==> config.mk <==
export PLATFORM = sky130hd
export DESIGN_NAME = bin2bcd_seq
export DESIGN_NICKNAME = d
export VERILOG_FILES = /design/src/rtl/bin2bcd_seq_pkg.sv /design/src/rtl/bin2bcd_seq_bcd_digit_adj.sv /design/src/rtl/bin2bcd_seq.sv
export SDC_FILE = /design/constraint.sdc
export NUM_CORES = 1
export LEC_CHECK = 0
export ABC_AREA = 1
export BUFFER_PORTS_ARGS = -buffer_cell sky130_fd_sc_hd__buf_2
export CORE_ASPECT_RATIO = 0.75
export CORE_MARGIN = 1
export CORE_UTILIZATION = 50
export CTS_BUF_LIST = sky130_fd_sc_hd__clkbuf_8
export DETAILED_ROUTE_END_ITERATION = 10
export PLACE_DENSITY = 0.71
export SETUP_SLACK_MARGIN = 0.02
export SLEW_MARGIN = 20
export SYNTH_ARGS = -nofsm -noshare
export SYNTH_HDL_FRONTEND = slang
export SYNTH_SLANG_ARGS = --single-unit
==> constraint.sdc <==
create_clock -name CLOCK_50 -period 2 [get_ports CLOCK_50]
set_input_delay 0.2 -clock CLOCK_50 [delete_from_list [all_inputs] [get_ports CLOCK_50]]
set_output_delay 0.2 -clock CLOCK_50 [all_outputs]
set_load 0.1 [all_outputs]
==> src/rtl/bin2bcd_seq_pkg.sv <==
// Shared definitions for the sequential binary-to-BCD converter: FSM state
// encoding, BCD digit width and the add-3 threshold of the double-dabble step.
package bin2bcd_seq_pkg;

  typedef enum logic {
    IDLE = 1'b0,
    CONV = 1'b1
  } state_t;

  localparam int BCD_DIGIT_W = 4;

  // A digit at or above this value overflows past 9 when doubled, so it gets +3 first
  localparam logic [BCD_DIGIT_W-1:0] ADD3_THRESH = 4'd5;

endpackage : bin2bcd_seq_pkg

==> src/rtl/bin2bcd_seq_bcd_digit_adj.sv <==
// One BCD digit of the double-dabble adjust stage: digits >= 5 get +3 so that
// the following left shift carries correctly into the next decimal digit.
module bcd_digit_adj
  import bin2bcd_seq_pkg::*;
(
  input  logic [BCD_DIGIT_W-1:0] digit,
  output logic [BCD_DIGIT_W-1:0] adjusted
);

  // Pure 4-bit add, no carry to the neighbouring digit
  always_comb begin
    adjusted = digit;
    if (digit >= ADD3_THRESH) begin
      adjusted = digit + 4'd3;
    end
  end

endmodule : bcd_digit_adj

==> src/rtl/bin2bcd_seq.sv <==
// Sequential binary-to-BCD converter (shift-add-3). One bit is consumed per
// cycle; the packed BCD result and overflow flag are only updated on completion,
// so a display driven from BCD never shows a partial value.
module bin2bcd_seq
  import bin2bcd_seq_pkg::*;
#(
  parameter int BIN_W  = 16,
  parameter int DIGITS = 5
) (
  input  logic                          CLOCK_50,
  input  logic                          RESET,
  input  logic                          START,
  input  logic [BIN_W-1:0]              BIN,
  output logic                          BUSY,
  output logic                          DONE,
  output logic [BCD_DIGIT_W*DIGITS-1:0] BCD,
  output logic                          OVF
);

  localparam int SCR_W = BCD_DIGIT_W * DIGITS;
  localparam int CNT_W = $clog2(BIN_W) + 1;
  localparam logic [CNT_W-1:0] LAST_CNT = CNT_W'(BIN_W - 1);

  state_t             state_reg;
  logic [CNT_W-1:0]   cnt_reg;
  logic [BIN_W-1:0]   shift_reg;
  logic [SCR_W-1:0]   scratch_reg;
  logic               sticky_ovf_reg;
  logic [SCR_W-1:0]   bcd_reg;
  logic               ovf_reg;
  logic               busy_reg;
  logic               done_reg;

  logic [SCR_W-1:0]   adj;
  logic [SCR_W-1:0]   scratch_next;
  logic [BIN_W-1:0]   shift_next;
  logic               carry_out;

  // Per-digit add-3 correction applied to the current scratch digits
  for (genvar gi = 0; gi < DIGITS; gi++) begin : g_adj
    bcd_digit_adj u_adj (
      .digit    (scratch_reg[gi*BCD_DIGIT_W +: BCD_DIGIT_W]),
      .adjusted (adj[gi*BCD_DIGIT_W +: BCD_DIGIT_W])
    );
  end

  // One shift step of {scratch, shift}; the bit leaving the top digit means the
  // running value no longer fits in DIGITS decimal digits
  always_comb begin
    scratch_next = {adj[SCR_W-2:0], shift_reg[BIN_W-1]};
    shift_next   = shift_reg << 1;
    carry_out    = adj[SCR_W-1];
  end

  // Control FSM with datapath and registered handshake/result outputs
  always_ff @(posedge CLOCK_50 or posedge RESET) begin
    if (RESET) begin
      state_reg      <= IDLE;
      cnt_reg        <= '0;
      shift_reg      <= '0;
      scratch_reg    <= '0;
      sticky_ovf_reg <= 1'b0;
      bcd_reg        <= '0;
      ovf_reg        <= 1'b0;
      busy_reg       <= 1'b0;
      done_reg       <= 1'b0;
    end else begin
      done_reg <= 1'b0;
      case (state_reg)
        IDLE: begin
          if (START) begin
            shift_reg      <= BIN;
            scratch_reg    <= '0;
            sticky_ovf_reg <= 1'b0;
            cnt_reg        <= '0;
            busy_reg       <= 1'b1;
            state_reg      <= CONV;
          end
        end
        CONV: begin
          shift_reg      <= shift_next;
          scratch_reg    <= scratch_next;
          sticky_ovf_reg <= sticky_ovf_reg | carry_out;
          cnt_reg        <= cnt_reg + CNT_W'(1);
          if (cnt_reg == LAST_CNT) begin
            bcd_reg   <= scratch_next;
            ovf_reg   <= sticky_ovf_reg | carry_out;
            done_reg  <= 1'b1;
            busy_reg  <= 1'b0;
            state_reg <= IDLE;
          end
        end
        default: state_reg <= IDLE;
      endcase
    end
  end

  assign BUSY = busy_reg;
  assign DONE = done_reg;
  assign BCD  = bcd_reg;
  assign OVF  = ovf_reg;

endmodule : bin2bcd_seq
### Word-level counts from Yosys, hierarchy flattened

Index checks and enable logic that the tools add are counted.

* flip-flop bits (word level): 66
* logic and storage cells: 48

* $add $sub $neg: 6
* $lt $le $gt $ge: 5
* eq/ne operators: 3
* muxes and demuxes: 21
* bitwise operators: 2
* reduce and logical (&&, ||, !) cells: 2

Operators with widths (count)
* $pmux 20 s2: 1
* $pmux 16 s2: 1
* $add 4x2->4 const B: 5
* $ge 4x3->1 const B: 5
* $mux 20: 1
* $mux 4: 5
* $mux 16: 1
* $pmux 5 s2: 1
* $mux 1: 7
* $pmux 1 s2: 3
* $add 5x1->5 const B: 1
* $eq 5x4->1 const B: 1
* $mux 5: 1
* $reduce_and 2->1: 2
* $ne 2x1->1 const B: 1
* $ne 2x2->1 const B: 1
* $not 1->1: 1
* $or 1x1->1: 1

### Depth between registers and ports, before layout

* word-level depth: 4
* mapped depth: 10
* gate-level depth less buffers: 10

### Hierarchy

Synthesis repeated with hierarchy kept, for this count alone.

* cell total of the unflattened synthesis: 401
* area total of the unflattened synthesis: 3274.4 um^2

By module, submodules not included
* bin2bcd_seq: times used 1, cells an instance 286, area each 2598.7 um^2, seq. area each 1651.6 um^2
* bcd_digit_adj: times used 5, cells an instance 23, area each 135.1 um^2, seq. area each 0.0 um^2

### Worst setup path before layout

OpenSTA, ideal clock, no wires.

* kind: reg2reg
* start: register cnt_reg[0]
* end: register bcd_reg[12] (netlist: BCD[12])
* data arrival time: 1442 ps
* required time: 1880 ps
* path slack: 438 ps
* stages on the path, launching flop included: 9
* path buffers: 1
* cells stage by stage: dfrtp_1 -> ha_1 -> and3_1 -> ha_1 -> nand2_2 -> inv_2 -> buf_4 -> nand3_1 -> nand2_1

* longest elaborated chain between the ends: 2

Ends and longest elaborated chain
* start, declared: RTL line bin2bcd_seq.sv:25 `logic [CNT_W-1:0] cnt_reg;`
* start signal, assigned: RTL line bin2bcd_seq.sv:84 `cnt_reg <= cnt_reg + CNT_W'(1);`
* $eq 5x4->1: RTL line bin2bcd_seq.sv:85 `if (cnt_reg == LAST_CNT) begin`
* $reduce_and 2->1 (no line)
* end signal, assigned: RTL line bin2bcd_seq.sv:86 `bcd_reg <= scratch_next;`
* end, declared: RTL line bin2bcd_seq.sv:29 `logic [SCR_W-1:0] bcd_reg;`

Every way passes these cells.
A chain may end at the register's enable or synchronous reset.

### Worst setup path after layout

* start: register cnt_reg[0]
* end: register bcd_reg[14] (netlist: BCD[14])

Same word-level chain as after synthesis.

==> impl_metrics.yaml <==
yosys:
  synth_seq_area_share: 0.533
  synth_commonest_cells: "nand2_1, dfrtp_1, nand3_1, inv_1, o21ai_0"
  synth_top_area_frac: 0.533
  synth-edff-count: 0
  synth_cell_type_count: 24
  synthesis.nets: 399
  post_synth_instance_area_um2: 3100
  synth_top_area_cell: "dfrtp_1"
  synthesis.instances: 368
  ys_seq_elements: 66
  synthFlopType: "dfrtp_1"
  postSynthAreaPerCell_um2: 8.42
  cell_with_the_most_instances_after_synthesis: "nand2_1"
  yosysWarnings: 0
  netlist_top_cells_area: "dfrtp_1, nand2_1, nand3_1"
  asyncSetResetFlopFracSynth: 1.00
place:
  postPlaceCellArea_um2: 3380
  hpwl_um: 4160
  placement.io_buffers: 41
  place.gp.congestion: 0.836
min_path:
  worst_hold_path_type: "in2reg"
timing:
  setup-tns-final_ns: 0
  fin_crit_sh: 0.818
  timing.clock.skew_ns: 0.00645
  setup_viol: 0
  timing_worst_slew_pin_value_ns: 0.611
  achievable-frequency_mhz: 611
  layout_min_cycle_time_ns: 1.64
  max-slew-margin-rel: 0.592
  timing_max_transition_violations_final: 0
  report.final.hold_viol_count: 0
  rsz_0062_raised_after_global_routing: "false"
global_route:
  grt_start_max_net_pins: 36
  grt_first_pass_wirelength_um: 10800
  antenna_found_initial: 0
  aggregate_global_route_resource_usage: 0.213
  grt_pass1_vias: 2431
  grt.overflow.total: 0
route:
  postRouteAntennaNets: 0
  routed_wirelength_um: 6180
  drt-pass1-iter-count: 4
  via_count: 2541
  post_dr_wirelength_cell_um: 12.5
  avgViaCountPerCell: 5.12
  post-route-drc-count: 0
  drt_iter0_markers: 182
cts:
  cts.root.buffer_cell: "clkbuf_8"
  cts.path.max_buffers: 2
  tritoncts: "done"
  cts.hold.buffers_added: 1
  cts_inserted_buffers: 9
  cts_post_setup_buffers_inserted: 0
  cts.sinks: 66
  worst_setup_hold_path_clk_slew_ns: 0.07
  postCtsResizedCells: 0
  worstSkewPairLatency_ns: 0.34
  cts_htree_levels: 3
worst_setup_path:
  crit_arrival_ns: 1.87
  criticalPathCategory: "reg2reg"
  required_ns: 2.23
  critPathLaunchType: "register"
  timing.critical_path.to_type: "register"
  crit_path_max_fanout: 18
layout:
  layout-drive-gt1-share: 0.160
  diodes: 0
  final_nets: 444
  area_growth_syn_to_layout_pct: 15.3
  finalInstanceArea_um2: 3570
die:
  core_area_um2: 5890
  initial_core_util: 0.526
  die_height_um: 70.2
  overall_die_width_um: 92.9
  area_of_the_die_um2: 6520
  std_cell_rows: 24
  pin_count: 42
outcome:
  status: "finished clean"
run:
  max_cap_violations: 0
## worst paths after layout
path	start	endpoint	slack [ns]	depth (start not counted)
hold / removal	BIN[4]	shift_reg[4]$_DFFE_PP0P_	0.07	3
min in group asynchronous	RESET	cnt_reg[1]$_DFFE_PP0P_	0.48	3
max in group asynchronous	RESET	BCD[18]$_DFFE_PP0P_	0.93	4
setup / recovery	cnt_reg[0]$_DFFE_PP0P_	BCD[14]$_DFFE_PP0P_	0.36	7
setup reg to reg	cnt_reg[0]$_DFFE_PP0P_	BCD[14]$_DFFE_PP0P_	0.36	7
hold reg to reg	BCD[18]$_DFFE_PP0P_	BCD[18]$_DFFE_PP0P_	0.47	2
## final cells by class
cell class | count | area, um^2
clock buffer | 12 | 165
inverter | 31 | 119
fill | 543 | 2310
multi-input combinational | 258 | 1240
timing repair buffer | 47 | 278
clock inverter | 4 | 17.5
sequential | 66 | 1650
tap | 78 | 97.6
## kinds of logic (layout without fill, tap and decap cells)
| group | count (synthesis) | in the layout | synth area share |
|---|---|---|---|
| XOR/XNOR | 1 | 1 | 0.00283 |
| buffers and inverters | 44 | 94 | 0.0658 |
| AO/OA/AOI/OAI | 43 | 43 | 0.0792 |
| flip-flops | 66 | 66 | 0.533 |
| adder cells (fa/ha/maj) | 12 | 12 | 0.0485 |
| AND/OR/NAND/NOR | 202 | 202 | 0.271 |
## critical path: stages (launching register included)
cell,delay [ns]
dfrtp_1,0.41
ha_1,0.23
and3_1,0.19
ha_1,0.18
nand2_2,0.14
inv_2,0.18
nand3_1,0.14
nand2_1,0.06
## routing by layer
| metal | up-vias | GRT usage | part of all wire |
|---|---|---|---|
| met2 | 76 | 0.322 | 0.42 |
| met3 | 14 | 0.0697 | 0.058 |
| li1 | 1282 | - | - |
| met5 | - | 0 | 0 |
| met1 | 1169 | 0.287 | 0.50 |
| met4 | 0 | 0.0786 | 0.019 |
## placed cells by master (no fill, tap or decap)
cell type        n
nand2_1        138
dfrtp_1         66
nand3_1         51
buf_2           41
inv_1           28
o21ai_0         24
ha_1            12
clkbuf_8        12
nor2_1           8
o22ai_1          7
a21oi_1          5
inv_2            4
o211ai_1         4
buf_4            3
a22o_1           2
clkinv_2         2
buf_12           2
nand2_4          1
inv_4            1
o221ai_1         1
nand2_2          1
nor3_1           1
xnor2_1          1
nand4_1          1
and3_1           1
dlygate4sd3_1    1
## through the flow
| step | cells | util | setup slack [ns] | hold slack (ns) |
|---|---|---|---|---|
| 2_1_floorplan | 368 | - | 0.145 | 0.327 |
| 3_3_place_gp | 479 | 0.574 | 0.457 | 0.301 |
| 3_5_place_dp | 479 | 0.574 | 0.380 | 0.304 |
| 4_1_cts | 496 | 0.607 | 0.372 | 0.0627 |
| 5_1_grt | 496 | 0.607 | 0.262 | 0.0723 |
| 6_report | 496 | 0.607 | 0.364 | 0.0746 |
Power is not shown: default switching activity piles up to over one toggle a cycle in this logic, so the estimate is an artifact.
